<file path="src/rtl/pipe_stage_chain.sv">
// Elastic register chain: per-stage valid/ready backpressure with kill, flush and
// an occupancy count. One word per cycle moves into a stage whose ready is high.

module pipe_stage_cell #(
    parameter int DATA_W = 32
) (
    input  logic              clock,
    input  logic              reset,
    input  logic              load_i,
    input  logic              valid_i,
    input  logic [DATA_W-1:0] data_i,
    output logic              valid_o,
    output logic [DATA_W-1:0] data_o
);
    logic              valid_q;
    logic [DATA_W-1:0] data_q;

    always_ff @(posedge clock or posedge reset) begin
        if (reset) begin
            valid_q <= 1'b0;
            data_q  <= '0;
        end else if (load_i) begin
            valid_q <= valid_i;
            data_q  <= data_i;
        end
    end

    assign valid_o = valid_q;
    assign data_o  = data_q;
endmodule

module pipe_stage_chain #(
    parameter int  DATA_W = 32,
    parameter int  STAGES = 5,
    localparam int CNT_W  = $clog2(STAGES + 1)
) (
    input  logic                     clock,
    input  logic                     reset,
    input  logic                     in_valid,
    output logic                     in_ready,
    input  logic [DATA_W-1:0]        in_data,
    output logic                     out_valid,
    input  logic                     out_ready,
    output logic [DATA_W-1:0]        out_data,
    input  logic [STAGES-1:0]        kill,
    input  logic                     flush,
    output logic [STAGES-1:0]        stage_valid,
    output logic [STAGES*DATA_W-1:0] stage_data,
    output logic [CNT_W-1:0]         occupancy
);
    logic [STAGES-1:0]             valid_q, valid_d, ev, rdy;
    logic [STAGES-1:0][DATA_W-1:0] data_q, data_d;
    logic [CNT_W-1:0]              occ;

    // Ready ripples from the output back to the input through a single
    // running variable so the chain stays one combinational walk.
    always_comb begin
        logic r;
        ev  = '0;
        rdy = '0;
        r   = out_ready;
        for (int i = STAGES - 1; i >= 0; i--) begin
            ev[i]  = valid_q[i] & ~kill[i] & ~flush;
            r      = ~ev[i] | r;
            rdy[i] = r;
        end
    end

    assign in_ready = rdy[0] & ~flush;

    always_comb begin
        valid_d    = '0;
        data_d     = '0;
        valid_d[0] = in_valid & in_ready;
        data_d[0]  = in_data;
        for (int i = 1; i < STAGES; i++) begin
            valid_d[i] = ev[i-1];
            data_d[i]  = data_q[i-1];
        end
    end

    for (genvar g = 0; g < STAGES; g++) begin : g_stage
        pipe_stage_cell #(.DATA_W(DATA_W)) u_cell (
            .clock   (clock),
            .reset   (reset),
            .load_i  (rdy[g]),
            .valid_i (valid_d[g]),
            .data_i  (data_d[g]),
            .valid_o (valid_q[g]),
            .data_o  (data_q[g])
        );
    end

    // Registered view: kill bits in flight are not subtracted.
    always_comb begin
        occ = '0;
        for (int i = 0; i < STAGES; i++) occ = occ + CNT_W'(valid_q[i]);
    end

    assign occupancy   = occ;
    assign out_valid   = ev[STAGES-1];
    assign out_data    = data_q[STAGES-1];
    assign stage_valid = valid_q;
    assign stage_data  = data_q;
endmodule

</file>
<file path="config.mk">
export PLATFORM = sky130hd
export DESIGN_NAME = pipe_stage_chain
export DESIGN_NICKNAME = d
export VERILOG_FILES = /design/src/rtl/pipe_stage_chain.sv
export SDC_FILE = /design/constraint.sdc
export NUM_CORES = 1
export LEC_CHECK = 0
export ABC_AREA = 1
export CORE_MARGIN = 5
export CORE_UTILIZATION = 48
export DETAILED_ROUTE_END_ITERATION = 8
export GPL_TIMING_DRIVEN = 0
export PLACE_DENSITY = 0.89
export SLEW_MARGIN = 10
export SYNTH_ARGS = -nofsm -noshare
export SYNTH_HDL_FRONTEND = slang
export SYNTH_SLANG_ARGS = --single-unit
</file>
<file path="constraint.sdc">
create_clock -name clock -period 10 [get_ports clock]
set_input_delay 2 -clock clock [delete_from_list [all_inputs] [get_ports clock]]
set_output_delay 2 -clock clock [all_outputs]
set_load 0.02 [all_outputs]
</file>
Yosys cells after proc, flatten, opt, wreduce, memory -nomap -nowiden
Cells that the tools add are included.
Widths: inputs -> output; s select.

cells by class
  bitwise logic cells = 28
  $add $sub $neg = 4

operators by type and width
  kind         number
  $and 1x1->1  12
  $not 1->1    11
  $add 3x1->3  2
  $or 1x1->1   5
  $add 2x1->3  1
  $add 1x1->2  1

word-level totals
  flip-flop bits (word level) = 165
  bits of input ports = 42
  word-level logic and storage cells = 42

Longest topological paths before layout
Gate-level depths: netlist (run 1).

  word-level depth = 11
  depth in mapped cells = 9
  gate-level depth less buffers = 8

Modules after synthesis
Synthesis (run 1) repeated with hierarchy kept, for this count alone.

unflattened totals
  cell total of the unflattened synthesis = 762
  area, all modules = 6985.4 um^2

modules (own cells, without submodules)
  module            area an instance (um^2)  times used  cells an instance  seq. area each (um^2)
  pipe_stage_cell   1308.8                   5           141                825.8
  pipe_stage_chain  441.7                    1           57                 0.0

Worst setup path before layout (run 1)
OpenSTA, ideal clock, no wires.

  path kind = input to output
  start point = input port flush
  end point = output port in_ready
  arrival = 2.975 ns
  data required time = 8.000 ns
  path buffers = 0
  stages = 8
  path slack = 5.025 ns
  cell sequence = inv_2 -> nand2_1 -> nor2_2 -> nand3_1 -> nor2_2 -> nand2_2 -> nor2_1 -> nor2_1

on the way
  word-level cells in the longest chain between the ends = 9
  elaborated cells between the ends (all ways) = 17
  classes of those cells = bitwise (17)

RTL lines
  item                     RTL line  text
  from (decl)              46        input logic flush,
  $not 1->1                63        ev[i] = valid_q[i] & ~kill[i] & ~flush;
  $and 1x1->1              63
  named net out_valid      42        output logic out_valid,
  $not 1->1                64        r = ~ev[i] | r;
  $or 1x1->1 (5 in a row)  64
  $and 1x1->1              69        assign in_ready = rdy[0] & ~flush;
  to (decl)                40        output logic in_ready,

The timed path passes the listed nets, and every way through them passes these cells.

Worst setup path after layout (run 1)
  start point = input port flush
  end point = output port in_ready

on the way
  word-level cells in the longest chain between the ends = 9
  elaborated cells between the ends (all ways) = 17
  classes of those cells = bitwise (17)

RTL lines
  item                     RTL line
  $not 1->1 (*)            63, 69
  $and 1x1->1              63
  $not 1->1                64
  $or 1x1->1 (5 in a row)  64
  $and 1x1->1 (*)          69

Every way passes the cells marked *; elsewhere a longest branch is shown, timed or not.

==> impl_metrics.json, run 1 <==
{
  "status": "completed",
  "hold-path-cell-count": 2,
  "yosysTopAreaCell": "dfrtp_1",
  "maxCapViolCount": 0,
  "fillCellCount": 931,
  "post_cts_buffers": 0,
  "async_flop_share_pct": 100.0,
  "worst_slew_pin_slew_ns": 0.6090,
  "finalClockSkew_ns": 0.006562,
  "drt-initial-drc-count": 397,
  "cts.path.max_buffers": 2,
  "grt_max_degree": 86,
  "synth_top_area_share_pct": 62.17,
  "yosys_warnings": 0,
  "grt.overflow.total": 0,
  "place_congestion": 0.8904,
  "cts_tree": "built",
  "pre_cts_slack_ns": 3.744,
  "path_clk_slew_ns": 0.06,
  "rsz0062_at_grt": "false",
  "antenna_found_initial": 0,
  "wl_per_cell_um": 17.51,
  "drv_slew": 0,
  "crit_slowest_cell": "clkdlybuf4s50_1",
  "max_stage_delay_ns": 0.58,
  "vias": 5487,
  "r2r-start": "g_stage[4].u_cell.valid_o",
  "wl_um": 19470,
  "placed_area_um2": 9334,
  "syn_to_final_growth_pct": 49.08,
  "die_w_um": 127.6,
  "grt_pass1_vias": 5543,
  "yosysSeqAreaShare_pct": 62.17,
  "synth_area_leaders": "dfrtp_1, nand2_1, mux2_2",
  "crit_path_end_kind": "output port",
  "leakagePower_nw": 4.625,
  "fin_nets": 966,
  "syn-cell-area_um2": 6641,
  "ant_nets": 0,
  "start_util_pct": 48.41,
  "vias_per_cell": 4.934,
  "worst-path-max-fanout": 7,
  "synth_cell_types": 20,
  "core.rowCount": 43,
  "synth_edf_count": 0,
  "ir_drop_v": 0.0001073,
  "htree_levels": 4,
  "ys_ff_latch": 165,
  "critPathBufInv": 3,
  "grt_pass1_wl_um": 30800,
  "ys.flop_type": "dfrtp_1",
  "drt_pass1_iterations": 4,
  "stdcell_area_um2": 9901,
  "die-area_um2": 16290,
  "power.density_nw_per_um2": 159.4,
  "setup_slack_ns": 3.664,
  "path_cells": "clkdlybuf4s50_1, inv_2, nand2_1, nor2_2, nand3_1, nor2_2, nand2_2, nor2_1, nor2_1, clkdlybuf4s50_1",
  "min_to": "g_stage[1].u_cell.data_o[5]",
  "syn_nets": 703,
  "dieHeight_um": 127.6,
  "fin_crit_ns": 6.336,
  "critical-path-top-delay-family": "buffers and inverters",
  "fmax_ghz": 0.1578,
  "hold_start": "g_stage[1].u_cell.data_o[5]",
  "worstPathRequired_ns": 8.00,
  "cts_sinks": 165,
  "final_hold_viol_count": 0,
  "synth_common_cells": "nand2_1, dfrtp_1, inv_1",
  "cts_buffers": 17,
  "fin_util_pct": 72.17,
  "ios": 244,
  "yosysMostFrequentCell": "nand2_1",
  "synthCells": 658,
  "r2r-end": "g_stage[0].u_cell.data_o[25]",
  "post_synth.cell_area_avg_um2": 10.09,
  "portBuffers": 243,
  "drc_errors": 0,
  "hp-class": "register to register",
  "cts_root_buf": "clkbuf_16",
  "cts_resized": 0,
  "grt_util_all_layers_pct": 24.20,
  "n_antenna_cell": 0,
  "clock_latency_ns": 0.41,
  "setup-tns-final_ns": 0,
  "core_area_um2": 13720,
  "drive_gt1_share_pct": 14.81,
  "worstSetupPathType": "primary input to output port",
  "post-route-period-util_pct": 63.36,
  "ctsHoldBuffers": 0,
  "max_slew_margin_pct": 59.25,
  "worstPathArrival_ns": 4.34,
  "final-setup-viol-count": 0,
  "reg2reg_depth": 8,
  "startpoint_type": "primary input",
  "dp_hpwl_um": 14640,
  "p_total_w": 0.001579,
  "rrSetupSlack_ns": 8.03
}
==> cell type report <==
cell class	count	area [um^2]	area share, %
well taps	180	225.2	2.275
clock buffers	22	464.2	4.688
flip-flops and latches	165	4129	41.70
repair buffers	244	2460	24.85
plain buffers	72	444.2	4.486
inverters	41	161.4	1.630
multi-input cells	380	1914	19.34
clock inverters	8	102.6	1.036
==> per-layer routing <==
metal	vias to the layer above	wire, um	part of all wire (%)	track usage (%)
li1	2603	-	-	-
met2	181	10170	52	42.30
met4	0	754	3.9	9.925
met3	49	865	4.4	4.013
met1	2654	7675	39	29.94
met5	-	0	0	0
==> report_power, final <==
group          leakage (nW)  internal [W]  switching [W]
logic                  2.43      0.000107       0.000113
registers              1.93      0.000701      0.0000286
clock network         0.260      0.000378       0.000251
total                  4.62       0.00119       0.000392
==> worst reg2reg max path, cell delays in order, from the launching register on <==
cell,delay (ns)
dfrtp_1,0.46
inv_1,0.07
nor2_1,0.13
nand3_2,0.22
nor2_2,0.23
nand4_1,0.31
buf_2,0.32
nand2_1,0.08
nand2_1,0.05
==> metrics by stage <==
| step | hold slack (ns) | std cells |
|---|---|---|
| after floorplan | 0.5995 | 658 |
| after global placement | 0.4831 | 1081 |
| after detailed placement | 0.4828 | 1082 |
| after CTS | 0.4978 | 1112 |
| after global routing | 0.5317 | 1112 |
| final | 0.4994 | 1112 |
==> state kept, by name, indices dropped and copies added, names as in the netlist <==
register,flops
g_stage.u_cell.data_o,160
g_stage.u_cell.valid_o,5
==> how the worst max path moves through the flow <==
stage	from	end	slack [ns]	depth (start not counted)
detailed placement	flush	in_ready	3.74	10
global route	flush	in_ready	3.56	10
CTS	flush	in_ready	3.68	10
global placement	reset	g_stage[0].u_cell.data_o[4]	1.57	2
finish	flush	in_ready	3.66	10
floorplan	reset	g_stage[0].u_cell.data_o[0]	3.54	1
==> kinds of logic (layout without fill, tap and decap cells) <==
logic type,count (synthesis),after routing,share of synthesized area (%)
AOI/OAI and AO/OA,64,64,4.823
adders and majority gates,3,3,0.7913
buffers and inverters,113,387,9.005
DFF,165,165,62.17
muxes,32,32,5.426
and+or+nand+nor,281,281,17.78
==> cell usage in the layout (no fill, tap or decap), types with 3 or more instances in the layout <==
cell,count
clkdlybuf4s50_1,243
nand2_1,233
dfrtp_1,165
inv_1,37
buf_4,37
o21ai_0,33
nand4_1,33
mux2_2,32
o21ai_1,31
buf_2,28
clkbuf_16,17
clkbuf_1,10
nor2_1,5
clkinvlp_4,5
nor2_2,4
inv_2,3
Note: power is estimated with default switching activity, not from simulation.
==> inputs of run 2 (changes only) <==
--- a/config.mk
+++ b/config.mk
@@ -7,10 +7,10 @@
 export LEC_CHECK = 0
 export ABC_AREA = 1
 export CORE_MARGIN = 5
-export CORE_UTILIZATION = 48
+export CORE_UTILIZATION = 40
 export DETAILED_ROUTE_END_ITERATION = 8
 export GPL_TIMING_DRIVEN = 0
-export PLACE_DENSITY = 0.89
+export PLACE_DENSITY = 0.79
 export SLEW_MARGIN = 10
 export SYNTH_ARGS = -nofsm -noshare
 export SYNTH_HDL_FRONTEND = slang
==> constraint.sdc (replaced) <==
create_clock -name clock -period 5.21 [get_ports clock]
set_input_delay 1.042 -clock clock [delete_from_list [all_inputs] [get_ports clock]]
set_output_delay 1.042 -clock clock [all_outputs]
set_load 0.02 [all_outputs]
==> run 2 against run 1 <==
  * Critical path depth is the same
  * Hold slack improved by 0.0045 ns
  * Register-to-register slack worse by 4.8 ns
  * Wire length is 0.44% higher
  * Combinational power is 94% higher
  * Flip-flop and latch count unchanged
  * Highest routed layer unchanged
  * Largest power group unchanged
==> impl_metrics.json, run 2 (synthesized netlist as in run 1, its figures left out) <==
{
  "status": "completed",
  "final_hold_viol_count": 0,
  "route.met2.wl_um": 9943,
  "worstSetupPathType": "primary input to output port",
  "grt_max_degree": 39,
  "cts_tree": "built",
  "max_slew_margin_pct": 58.55,
  "place_congestion": 0.8591,
  "top_layer": "met4",
  "grt_util_all_layers_pct": 20.45,
  "worstPathRequired_ns": 4.17,
  "core_area_um2": 16410,
  "reg2reg_depth": 8,
  "antenna_found_initial": 0,
  "ios": 244,
  "vias_per_cell": 4.685,
  "worstPathArrival_ns": 3.25,
  "ir_drop_v": 0.0002342,
  "cts.path.max_buffers": 2,
  "power.density_nw_per_um2": 303.3,
  "hp-class": "register to register",
  "power_frac_seq_pct": 45.9,
  "r2r-start": "g_stage[4].u_cell.valid_o",
  "htree_levels": 4,
  "core.rowCount": 47,
  "post-route-period-util_pct": 82.42,
  "cts_resized": 0,
  "final-setup-viol-count": 0,
  "setup-tns-final_ns": 0,
  "final_cell_mix": "clkdlybuf4s50_1, nand2_1, dfrtp_1",
  "start_util_pct": 40.48,
  "wl_met3_um": 916,
  "swShare_pct": 25.26,
  "crit_path_end_kind": "output port",
  "leakagePower_nw": 4.669,
  "drt_pass1_iterations": 5,
  "startpoint_type": "primary input",
  "cts_root_buf": "clkbuf_16",
  "rrSetupSlack_ns": 3.21,
  "portBuffers": 243,
  "fmax_ghz": 0.2329,
  "fin_crit_ns": 4.294,
  "dieHeight_um": 138.9,
  "pre_cts_slack_ns": 0.9012,
  "drt-initial-drc-count": 283,
  "hold_start": "g_stage[1].u_cell.data_o[22]",
  "drv_slew": 0,
  "maxCapViolCount": 0,
  "wl_met1_um": 7935,
  "dp_hpwl_um": 15290,
  "power_frac_comb_pct": 14.0,
  "cts_sinks": 165,
  "finalClockSkew_ns": 0.006830,
  "netSwitchingPower_w": 0.0007702,
  "grt.overflow.total": 0,
  "die_w_um": 138.9,
  "post_cts_buffers": 0,
  "clock_latency_ns": 0.42,
  "syn_to_final_growth_pct": 51.36,
  "n_antenna_cell": 0,
  "mostFrequentLayoutCell": "clkdlybuf4s50_1",
  "min_to": "g_stage[1].u_cell.data_o[22]",
  "p_int_w": 0.002279,
  "vias": 5425,
  "hold-path-cell-count": 2,
  "worst_slew_pin_slew_ns": 0.6194,
  "setup_slack_ns": 0.9157,
  "ctsHoldBuffers": 0,
  "grt_pass1_vias": 5528,
  "clkPwrFrac_pct": 40.1,
  "fin_nets": 970,
  "die-area_um2": 19280,
  "cts_buffers": 17,
  "path_clk_slew_ns": 0.06,
  "drc_errors": 0,
  "ant_nets": 0,
  "wl_per_cell_um": 16.88,
  "worst-path-max-fanout": 7,
  "rsz0062_at_grt": "false",
  "r2r-end": "g_stage[0].u_cell.data_o[27]",
  "drive_gt1_share_pct": 15.67,
  "wl_um": 19550,
  "grt_pass1_wl_um": 31020,
  "largest_reg_flops": 160
}
-- run 2: cell count changes in the layout (fill, tap and decap cells not counted) --
cell / previous run / this run
clkbuf_8: 2 / 5
clkinv_4: 0 / 2
bufinv_16: 2 / 1
buf_12: 0 / 4
clkinvlp_4: 5 / 7
clkbuf_1: 10 / 7
inv_8: 1 / 0
-- run 2: power by group through the flow --
stage / clock network [W] / logic (W) / registers [W]
CTS: 0.00124 / 0.000433 / 0.00140
global route: 0.00132 / 0.000453 / 0.00141
detailed placement: 0 / 0.000431 / 0.00142
finish: 0.00122 / 0.000427 / 0.00140
global placement: 0 / 0.000415 / 0.00142
floorplan: 0 / 0.000115 / 0.00149
-- run 2: critical path, cell delays in order --
cell	delay, ns
clkdlybuf4s50_1	0.52
inv_2	0.16
nand2_1	0.08
nor2_2	0.10
nand3_1	0.11
nor2_2	0.31
nand2_2	0.17
nor2_1	0.13
nor2_1	0.06
clkdlybuf4s50_1	0.55
-- run 2: per-stage QoR --
stage | total power [W] | cells | area, um^2 | hold WS (ns) | util, %
finish | 0.003049 | 1158 | 10050 | 0.5038 | 61.27
global route | 0.003178 | 1158 | 10050 | 0.5299 | 61.27
CTS | 0.003077 | 1158 | 10050 | 0.5015 | 61.27
detailed placement | 0.001854 | 1126 | 9460 | 0.4828 | 57.66
global placement | 0.001834 | 1121 | 9353 | 0.4789 | 57.00
floorplan | 0.001606 | 658 | 6645 | 0.5995 | -
-- run 2: worst max-delay path by stage --
stage          cells past startpoint                      endpoint  slack (ns)  startpoint
6_report                          10                      in_ready        0.92       flush
4_1_cts                           10                      in_ready        0.89       flush
2_1_floorplan                      1   g_stage[0].u_cell.data_o[0]        2.07       reset
3_5_place_dp                      10                      in_ready        0.90       flush
5_1_grt                           10                      in_ready        0.72       flush
3_3_place_gp                       2  g_stage[0].u_cell.data_o[21]        0.76       reset
-- run 2: area by class of cell --
cell class              count  area (um^2)
flip-flops and latches    165         4129
clock buffers              22        494.2
well taps                 220        275.3
plain buffers              72        444.2
multi-input cells         380         1914
inverters                  41        157.7
fillers                  1337         6355
clock inverters            10        97.59
repair buffers            248         2540
-- run 2: per-layer routing --
metal | up-vias | global-route usage (%)
met4 | 0 | 9.114
met2 | 176 | 35.46
met3 | 47 | 4.345
met1 | 2601 | 24.52
met5 | - | 0
li1 | 2601 | -
